File: config.mk
export PLATFORM = sky130hd
export DESIGN_NAME = seg_scan_multi
export DESIGN_NICKNAME = d
export VERILOG_FILES = /design/src/rtl/seg_scan_multi.sv
export SDC_FILE = /design/constraint.sdc
export NUM_CORES = 1
export LEC_CHECK = 0
export CELL_PAD_IN_SITES_DETAIL_PLACEMENT = 1
export CELL_PAD_IN_SITES_GLOBAL_PLACEMENT = 1
export CORE_UTILIZATION = 50
export CTS_CLUSTER_DIAMETER = 40
export DETAILED_ROUTE_END_ITERATION = 16
export PLACE_DENSITY = 0.86
export SLEW_MARGIN = 20
export SYNTH_ARGS = -nofsm -noshare
export SYNTH_HDL_FRONTEND = slang
export SYNTH_SLANG_ARGS = --single-unit
File: constraint.sdc
create_clock -name iCLK -period 5.1 [get_ports iCLK]
set_input_delay 0.51 -clock iCLK [delete_from_list [all_inputs] [get_ports iCLK]]
set_output_delay 0.51 -clock iCLK [all_outputs]
set_load 0.05 [all_outputs]
File: src/rtl/seg_scan_multi.sv
`default_nettype none
// ============================================================================
//  Module   : seg_scan_multi
//  Purpose  : Parametrised multiplexed seven-segment scan driver with
//             hex pass-through or sequential binary-to-BCD (shift-add-3)
//             conversion, leading-zero blanking, per-digit decimal points
//             and a decimal overflow (all-dash) indication.
//  Revision : 1.0 - initial release
// ============================================================================
module seg_scan_multi #(
  parameter int DIGITS = 6,
  parameter int NUM_W  = 24,
  parameter int DIV    = 50000
) (
  input  logic              iCLK,
  input  logic              iRST_n,
  input  logic [NUM_W-1:0]  iNum,
  input  logic              iIsHex,
  input  logic              iLoad,
  input  logic [DIGITS-1:0] iDP,
  input  logic              iBlankLZ,
  output logic [7:0]        oSeg,
  output logic [DIGITS-1:0] oSel,
  output logic              oBusy
);

  localparam int BCD_W  = 4 * DIGITS;
  localparam int CNT_W  = $clog2(NUM_W);
  localparam int SCAN_W = $clog2(DIV);
  localparam int IDX_W  = (DIGITS > 1) ? $clog2(DIGITS) : 1;

  typedef enum logic [0:0] {
    IDLE = 1'b0,
    CONV = 1'b1
  } state_t;

  state_t              state, state_nxt;

  // conversion datapath
  logic [NUM_W-1:0]    shreg;
  logic [BCD_W-1:0]    bcd;
  logic [BCD_W-1:0]    bcd_adj;
  logic [BCD_W-1:0]    bcd_shift;
  logic                shift_out;
  logic [CNT_W-1:0]    bit_cnt;
  logic                conv_last;
  logic                conv_ovf;
  logic [DIGITS-1:0]   pend_dp;

  // committed display contents
  logic [BCD_W-1:0]    disp;
  logic [DIGITS-1:0]   dp;
  logic                ovf;
  logic [BCD_W-1:0]    hex_ext;

  // scanning
  logic [SCAN_W-1:0]   scan_cnt;
  logic [IDX_W-1:0]    idx;
  logic [DIGITS-1:0]   blank;
  logic                higher_zero;
  logic [3:0]          cur_nib;
  logic                cur_dp;
  logic                cur_blank;
  logic [7:0]          seg_nxt;
  logic [DIGITS-1:0]   sel_nxt;

  function automatic logic [6:0] glyph(input logic [3:0] n);
    case (n)
      4'h0:    glyph = 7'b1000000;
      4'h1:    glyph = 7'b1111001;
      4'h2:    glyph = 7'b0100100;
      4'h3:    glyph = 7'b0110000;
      4'h4:    glyph = 7'b0011001;
      4'h5:    glyph = 7'b0010010;
      4'h6:    glyph = 7'b0000010;
      4'h7:    glyph = 7'b1111000;
      4'h8:    glyph = 7'b0000000;
      4'h9:    glyph = 7'b0010000;
      4'hA:    glyph = 7'b0001000;
      4'hB:    glyph = 7'b0000011;
      4'hC:    glyph = 7'b1000110;
      4'hD:    glyph = 7'b0100001;
      4'hE:    glyph = 7'b0000110;
      default: glyph = 7'b0001110;
    endcase
  endfunction

  assign conv_last = (bit_cnt == CNT_W'(NUM_W - 1));
  assign oBusy     = (state == CONV);

  // One shift-add-3 step: correct every BCD nibble >= 5, then shift {bcd, shreg} left
  always_comb begin
    bcd_adj = bcd;
    for (int k = 0; k < DIGITS; k++) begin
      if (bcd[4*k +: 4] >= 4'd5) begin
        bcd_adj[4*k +: 4] = bcd[4*k +: 4] + 4'd3;
      end
    end
    bcd_shift = {bcd_adj[BCD_W-2:0], shreg[NUM_W-1]};
    shift_out = bcd_adj[BCD_W-1];
  end

  // Hex value zero-extended to the full nibble field
  always_comb begin
    hex_ext              = '0;
    hex_ext[NUM_W-1:0]   = iNum;
  end

  // FSM state register
  always_ff @(posedge iCLK or negedge iRST_n) begin
    if (!iRST_n) begin
      state <= IDLE;
    end else begin
      state <= state_nxt;
    end
  end

  // FSM next-state: loads are only accepted in IDLE, so a load during CONV is dropped
  always_comb begin
    state_nxt = state;
    case (state)
      IDLE:    if (iLoad && !iIsHex) state_nxt = CONV;
      CONV:    if (conv_last)        state_nxt = IDLE;
      default: state_nxt = IDLE;
    endcase
  end

  // Capture, conversion and commit; the visible display and its overflow flag
  // only change at commit so the old value stays intact during conversion
  always_ff @(posedge iCLK or negedge iRST_n) begin
    if (!iRST_n) begin
      shreg    <= '0;
      bcd      <= '0;
      bit_cnt  <= '0;
      conv_ovf <= 1'b0;
      pend_dp  <= '0;
      disp     <= '0;
      dp       <= '0;
      ovf      <= 1'b0;
    end else begin
      case (state)
        IDLE: begin
          if (iLoad) begin
            if (iIsHex) begin
              disp <= hex_ext;
              dp   <= iDP;
              ovf  <= 1'b0;
            end else begin
              shreg    <= iNum;
              pend_dp  <= iDP;
              bcd      <= '0;
              conv_ovf <= 1'b0;
              bit_cnt  <= '0;
            end
          end
        end
        CONV: begin
          bcd      <= bcd_shift;
          shreg    <= {shreg[NUM_W-2:0], 1'b0};
          conv_ovf <= conv_ovf | shift_out;
          bit_cnt  <= bit_cnt + CNT_W'(1);
          if (conv_last) begin
            disp <= bcd_shift;
            dp   <= pend_dp;
            ovf  <= conv_ovf | shift_out;
          end
        end
        default: ;
      endcase
    end
  end

  // Free-running scan timer and digit index
  always_ff @(posedge iCLK or negedge iRST_n) begin
    if (!iRST_n) begin
      scan_cnt <= '0;
      idx      <= '0;
    end else if (scan_cnt == SCAN_W'(DIV - 1)) begin
      scan_cnt <= '0;
      idx      <= (idx == IDX_W'(DIGITS - 1)) ? '0 : idx + IDX_W'(1);
    end else begin
      scan_cnt <= scan_cnt + SCAN_W'(1);
    end
  end

  // Leading-zero mask: a digit blanks when it and everything above it is zero
  always_comb begin
    higher_zero = 1'b1;
    blank       = '0;
    for (int k = DIGITS - 1; k >= 0; k--) begin
      higher_zero = higher_zero & (disp[4*k +: 4] == 4'd0);
      blank[k]    = iBlankLZ & ~ovf & higher_zero & (k != 0);
    end
  end

  // Select the current digit and build its segment pattern and enable
  always_comb begin
    cur_nib   = 4'd0;
    cur_dp    = 1'b0;
    cur_blank = 1'b0;
    sel_nxt   = '1;
    for (int k = 0; k < DIGITS; k++) begin
      if (idx == IDX_W'(k)) begin
        cur_nib   = disp[4*k +: 4];
        cur_dp    = dp[k];
        cur_blank = blank[k];
        sel_nxt[DIGITS-1-k] = 1'b0;
      end
    end
    seg_nxt = {~cur_dp,
               ovf       ? 7'b0111111 :
               cur_blank ? 7'b1111111 : glyph(cur_nib)};
  end

  // Segments and digit enable registered together so they never disagree
  always_ff @(posedge iCLK or negedge iRST_n) begin
    if (!iRST_n) begin
      oSeg <= 8'hFF;
      oSel <= '1;
    end else begin
      oSeg <= seg_nxt;
      oSel <= sel_nxt;
    end
  end

endmodule
`default_nettype wire

==> metrics, run 1 <==
clk sinks=125; Pre-Repair DR Iteration Count=4; commonest non-fill, non-tap cell in the layout=dfrtp_1; largest area contributor in the netlist=dfrtp_1; Sw Ratio=0.400; internal cell power=0.00281 W; Cell variety after synth=49; die outline area=0.0133 mm2; routed vias/inst=5.74; row count=41; EDFF count, synth=0; Final setup viols=0; pin count of the biggest net entering global routing=107; slew of the pin with the lowest slew margin=1070 ps; YS warnings=0; register bit total from synthesis=125; core area=0.0126 mm2; Clk Latency, worst-skew pair=420 ps; status=finished clean; Mapped Nets=708; CTS Hold Buffers Added=0; io pins=50; commonest cells after routing, fill and taps aside=dfrtp_1 (110), nand2_1 (89), o21ai_0 (66), mux2i_1 (49), clkdlybuf4s50_1 (48); WL/cell=19.0 um; Final Hold Fails=0; vias in the first global route=5432; CTS tree=yes; post_cts resized=0; Period minus WS final=3250 ps; Die H=115 um; Synth top area share=0.431; CTS Buffer Depth=2; final setup margin=1850 ps; detailed placement HPWL=11200 um; Clock Skew=7.85 ps; CTS root buffer=clkbuf_16; CP Launch Type=register; count of pins over their slew limit=0; Setup Buffers After CTS=0; Port Buffers=49; Detail Route Antenna Nets=0; synth top area cells=dfrtp_1 (43%), mux2i_1 (7.6%), dfstp_2 (5.7%), nand2_1 (5.2%), o21ai_0 (5.1%); Arr. time, crit path=3580 ps; share of cells above drive strength 1=0.105; placed instance count=847; Post-Route WL=16700 um; prevailing post-synth register cell=dfrtp_1; clock slew at reported path FFs=60 ps; RSZ-0062 raised after global routing=false; initial antenna violation count=0; Pleak=3.35 nW; Max Cap Viol=0; Clk network pwr share=0.248; Min Hold Slack=185 ps; CP Class=reg2reg; Max Fclk=307 MHz; Detailed Route Iter0 Violations=268; Util after Layout=0.606; nature of the critical path endpoint=register; vias after detailed routing=5043; Comb pwr share=0.373; mapped cell area=0.00644 mm2; switching power=0.00187 W; first-pass GRT wire length=27800 um; Relative slew margins=0.286; H-tree Lvls=4; part of the power in registers=0.379; drc violations=0; WP data required=5430 ps; # diodes=0; critical path peak fanout=24; FFs w/ async S/R, synth=1.00; Synth-to-Final Area Change=18.2%; number of CTS-inserted buffers=17; fill count=1385; Synth Instances=654; Final #Nets=748; Placer Congestion=0.850; Seq/Total Area, Yosys=0.488; gr usage total=0.276; Worst Hold Class=in2async; Setup WS pre-CTS=1950 ps; fin crit share=0.638; PD cells=615 mW/mm2; fin cells=879; syn avg cell area=9.85 um2; die width=115 um; grt ovf=0; Initial Util=0.512; Fin Setup TNS=0 ps; worst vdd ir=295 uV
[cell usage after synthesis (2+ instances only)]
cell type,number
nand2b_1,21
nor4_1,5
o211ai_1,4
dfstp_2,14
nand2_1,89
a211oi_1,16
o21ai_0,66
o21ai_1,2
a21o_1,11
xor2_1,10
nor2_1,38
ha_1,19
dfrtp_1,111
nor2b_1,7
or3_1,4
buf_4,2
o221ai_1,2
inv_1,27
or4bb_1,2
nand3b_1,2
a31oi_1,9
xnor2_1,16
buf_2,16
nor3_1,3
mux2_2,14
clkbuf_1,14
nand4_1,3
a21oi_1,33
mux2i_1,49
nand3_1,20
a22o_1,7
[metrics by stage]
stage | power, W | cell area (um2)
floorplan | 0.00292 | 6440
global placement | 0.00332 | 7040
detailed placement | 0.00347 | 7040
CTS | 0.00470 | 7610
global route | 0.00498 | 7610
finish | 0.00468 | 7610
[layout make-up]
cell class                 instances  area, um2  share of cell area
inverter                          28        105              0.0138
timing repair buffer              53        518              0.0680
clock inverter                    13        116              0.0153
clock buffer                      19        453              0.0595
tap                              172        215              0.0283
multi-input combinational        469       3060               0.401
sequential                       125       3150               0.414
[cells by family (layout without fill, tap and decap cells)]
group           Yosys count  after routing  synth area share
xor+xnor                 26             26            0.0354
buf+inv                  60            113            0.0392
flops                   125            125             0.488
simple gates            198            198             0.144
fa+ha+maj                19             19            0.0369
compound gates          161            161             0.151
mux                      65             65             0.105
[metal layers]
metal / vias to the layer above / share of wire / global-route usage
met5: - / 0 / 0
met4: 0 / 0.0072 / 0.0788
met3: 10 / 0.026 / 0.0607
met2: 87 / 0.52 / 0.483
met1: 2576 / 0.45 / 0.342
li1: 2370 / - / -
[power groups by stage]
stage               Clock [W]  Combinational [W]  Sequential (W)
global placement            0            0.00158         0.00174
floorplan                   0            0.00124         0.00168
CTS                   0.00118            0.00175         0.00177
global route          0.00122            0.00194         0.00183
finish                0.00116            0.00175         0.00177
detailed placement          0            0.00169         0.00177
[worst paths after layout]
kind                            slack [ps]     start  cells after the start          end
min in group iCLK                      480  conv_ovf                      2     conv_ovf
worst max register to register        1850    idx[1]                     10      oSeg[3]
worst max-delay path                  1850    idx[1]                     10      oSeg[3]
max in group asynchronous             3630    iRST_n                      2       bcd[7]
worst min-delay path                   190    iRST_n                      1  scan_cnt[6]
worst min register to register         480  conv_ovf                      2     conv_ovf
[flip-flops by register name, summed over array words and instances (netlist names), 6 cells and up]
signal	count
disp	24
bcd	24
oSeg	8
pend_dp	6
shreg	24
scan_cnt	16
dp	6
oSel	6
[worst max-delay path, stage by stage, from the launching register on]
cell and delay [ps]:
dfrtp_1 640, and2_1 300, ha_1 340, nor2b_1 320
o21ai_0 150, a31oi_1 400, ha_1 310, inv_1 80
a211oi_1 310, a211oi_1 90, o21ai_0 210
Power figures use the tool's default switching activity.
==> run 2: changes to the inputs <==
Settings changed: CORE_UTILIZATION 50 to 46, PLACE_DENSITY 0.86 to 0.8.
Clock period 5.1 ns to 3.2 ns, I/O delays scaled along.
==> run 2 against run 1 <==
  * The flow now finishes with violations (hold timing)
  * Sequential cell count stayed put
  * Core utilization is 3.0 points lower
  * First-iteration DRC count is 22% lower
  * Critical path depth is 1 higher
  * Worst hold slack worse by 190 ps
  * Combinational power is 65% higher
  * Total power is 62% higher
  * Sequential power is 54% higher
  * Critical path type unchanged
  * Critical endpoint is now oSeg[0]
==> metrics, run 2 (synthesis gave the netlist of run 1 again) <==
vias after detailed routing=5103 (+1.2%); post_cts resized=0 (unchanged); register area=0.00315 mm2 (unchanged); CP Launch Type=register; count of pins over their slew limit=0 (unchanged); Pre-Repair DR Iteration Count=4 (unchanged); Port Buffers=49 (unchanged); WL/cell=18.8 um (-1.1%); Synth-to-Final Area Change=20.4%; GR met2 Demand/Resource=0.435 (-0.0473); Period minus WS final=2890 ps (-366 ps); PD cells=980 mW/mm2 (+59%); Reg2Reg Setup Slack=310 ps (-1530 ps); Multi-input gate area=0.00306 mm2 (unchanged); internal cell power=0.00471 W (+68%); Final Hold Fails=31 (+31); CP Class=reg2reg; Min Hold Slack=-6.27 ps (-191 ps); initial antenna violation count=0 (unchanged); met3 Track Usage GR=0.0476 (-0.0130); met1 Use GR=0.313 (-0.0297); die outline area=0.0145 mm2 (+8.5%); biggest regs=bcd x24, disp x24, shreg x24; Clock Skew=10.2 ps (+2.34 ps); Sw Ratio=0.380 (-0.0199); Detailed Route Iter0 Violations=208 (-22%); placed inst area=0.00714 mm2 (+1.3%); Max Fclk=347 MHz (+13%); Design Area, Final=0.00775 mm2 (+1.8%); fin crit share=0.902 (+0.264); Clk network pwr share=0.264 (+0.016); drc violations=0 (unchanged); clk sinks=125 (unchanged); crit path capture=oSeg[0]; vias in the first global route=5628 (+3.6%); Die H=120 um (+4.2%); share of cells above drive strength 1=0.113 (+0.00830); total power=0.00760 W (+62%); status=finished with violations; detailed placement HPWL=11400 um (+2.1%); Util after Layout=0.576 (-0.0295); critical path peak fanout=13 (-46%); Detail Route Antenna Nets=0 (unchanged); Final setup viols=0 (unchanged); part of the power in registers=0.357 (-0.022); WP data required=3520 ps (-1910 ps); commonest cells after routing, fill and taps aside=dfrtp_1 (110), nand2_1 (89), o21ai_0 (66), mux2i_1 (49), clkdlybuf4s50_1 (48); Comb pwr share=0.379 (+0.006); fill count=1508 (+8.9%); H-tree Lvls=4 (unchanged); CTS tree=yes; GR peak layer=met2; Setup Buffers After CTS=0 (unchanged); Worst R2R Start=idx[2]; core area=0.0135 mm2 (+7.0%); row count=42 (+2.4%); Worst Hold Class=in2async; # diodes=0 (unchanged); io pins=50 (unchanged); number of CTS-inserted buffers=17 (unchanged); Arr. time, crit path=3200 ps (-380 ps); reg2reg path depth=11 (+1); Clk Latency, worst-skew pair=420 ps (about the same); CTS root buffer=clkbuf_16; routed vias/inst=5.71 (-0.40%); Relative slew margins=0.484 (+0.198); CTS Buffer Depth=2 (unchanged); Reg2Reg Capture Point=oSeg[0]; commonest non-fill, non-tap cell in the layout=dfrtp_1; Initial Util=0.479 (-0.0337); Pleak=3.45 nW (+2.9%); switching power=0.00289 W (+54%); Placer Congestion=0.872 (+2.7%); worst vdd ir=460 uV (+56%); CTS Hold Buffers Added=0 (unchanged); Max Cap Viol=0 (unchanged); nature of the critical path endpoint=register; failing checks=hold timing; grt ovf=0 (unchanged); die width=120 um (+4.2%); Post-Route WL=16800 um (+0.49%); clock slew at reported path FFs=60 ps (about the same); gr usage total=0.254 (-0.0213); crit path from=idx[2]; RSZ-0062 raised after global routing=false; first-pass GRT wire length=28400 um (+2.3%); Fin Setup TNS=0 ps (unchanged); Final #Nets=758 (+1.3%); pin count of the biggest net entering global routing=60 (-44%); slew of the pin with the lowest slew margin=774 ps (-297 ps)
==> run 2: cell types whose count changed in the layout (fill, tap and decap cells not counted), sizes merged <==
cell,previous run,this run
clkinv,5,4
inv,29,28
clkbuf,19,25
clkinvlp,6,0
bufinv,1,3
buf,5,15
==> run 2: power by group through the flow <==
stage,combinational (W),sequential (W),clock [W]
final,0.00288,0.00272,0.00200
after global routing,0.00322,0.00280,0.00209
after CTS,0.00290,0.00272,0.00203
after detailed placement,0.00283,0.00273,0
after global placement,0.00267,0.00268,0
after floorplan,0.00198,0.00268,0
==> run 2: how the worst min path moves through the flow <==
stage / startpoint / endpoint / cells past startpoint
floorplan: iRST_n / bcd[0] / 0
global placement: iRST_n / ovf / 1
detailed placement: iRST_n / ovf / 1
CTS: iRST_n / scan_cnt[0] / 1
global route: iRST_n / scan_cnt[14] / 1
finish: iRST_n / disp[17] / 1
==> run 2: layout make-up <==
class | count | area share
Timing Repair Buffer | 63 | 0.0781
Tap cell | 176 | 0.0284
Inverter | 28 | 0.0136
Clock inverter | 7 | 0.0142
Sequential cell | 125 | 0.406
Clock buffer | 25 | 0.0652
Multi-Input combinational cell | 469 | 0.394
==> run 2: metrics by stage <==
| step | hold slack [ps] | setup WS [ps] | std cells |
|---|---|---|---|
| after floorplan | 24.4 | 567 | 654 |
| after global placement | 442 | 592 | 861 |
| after detailed placement | 451 | 456 | 861 |
| after CTS | 4.99 | 365 | 893 |
| after global routing | 34.5 | 44.0 | 893 |
| final | -6.27 | 314 | 893 |
==> run 2: per-layer routing <==
layer | routed length [um] | share of wire
met2 | 8520 | 0.51
met1 | 7290 | 0.43
met5 | 0 | 0
met4 | 428 | 0.026
met3 | 536 | 0.032
==> run 2: critical path: stages (launching register included) <==
cell and delay [ps]:
dfrtp_1 550, inv_1 130, ha_1 390, nor2b_1 310, o21ai_0 180, a31oi_1 380, inv_1 130, ha_1 280
inv_1 90, o2111ai_1 130, o2bb2ai_1 160, a32oi_1 70
==> run 3: changes to the inputs <==
Settings changed: ABC_CLOCK_PERIOD_IN_PS set to 3200.
==> results of run 3 <==
The final DEF is identical to that of run 2; final timing and power are the same.
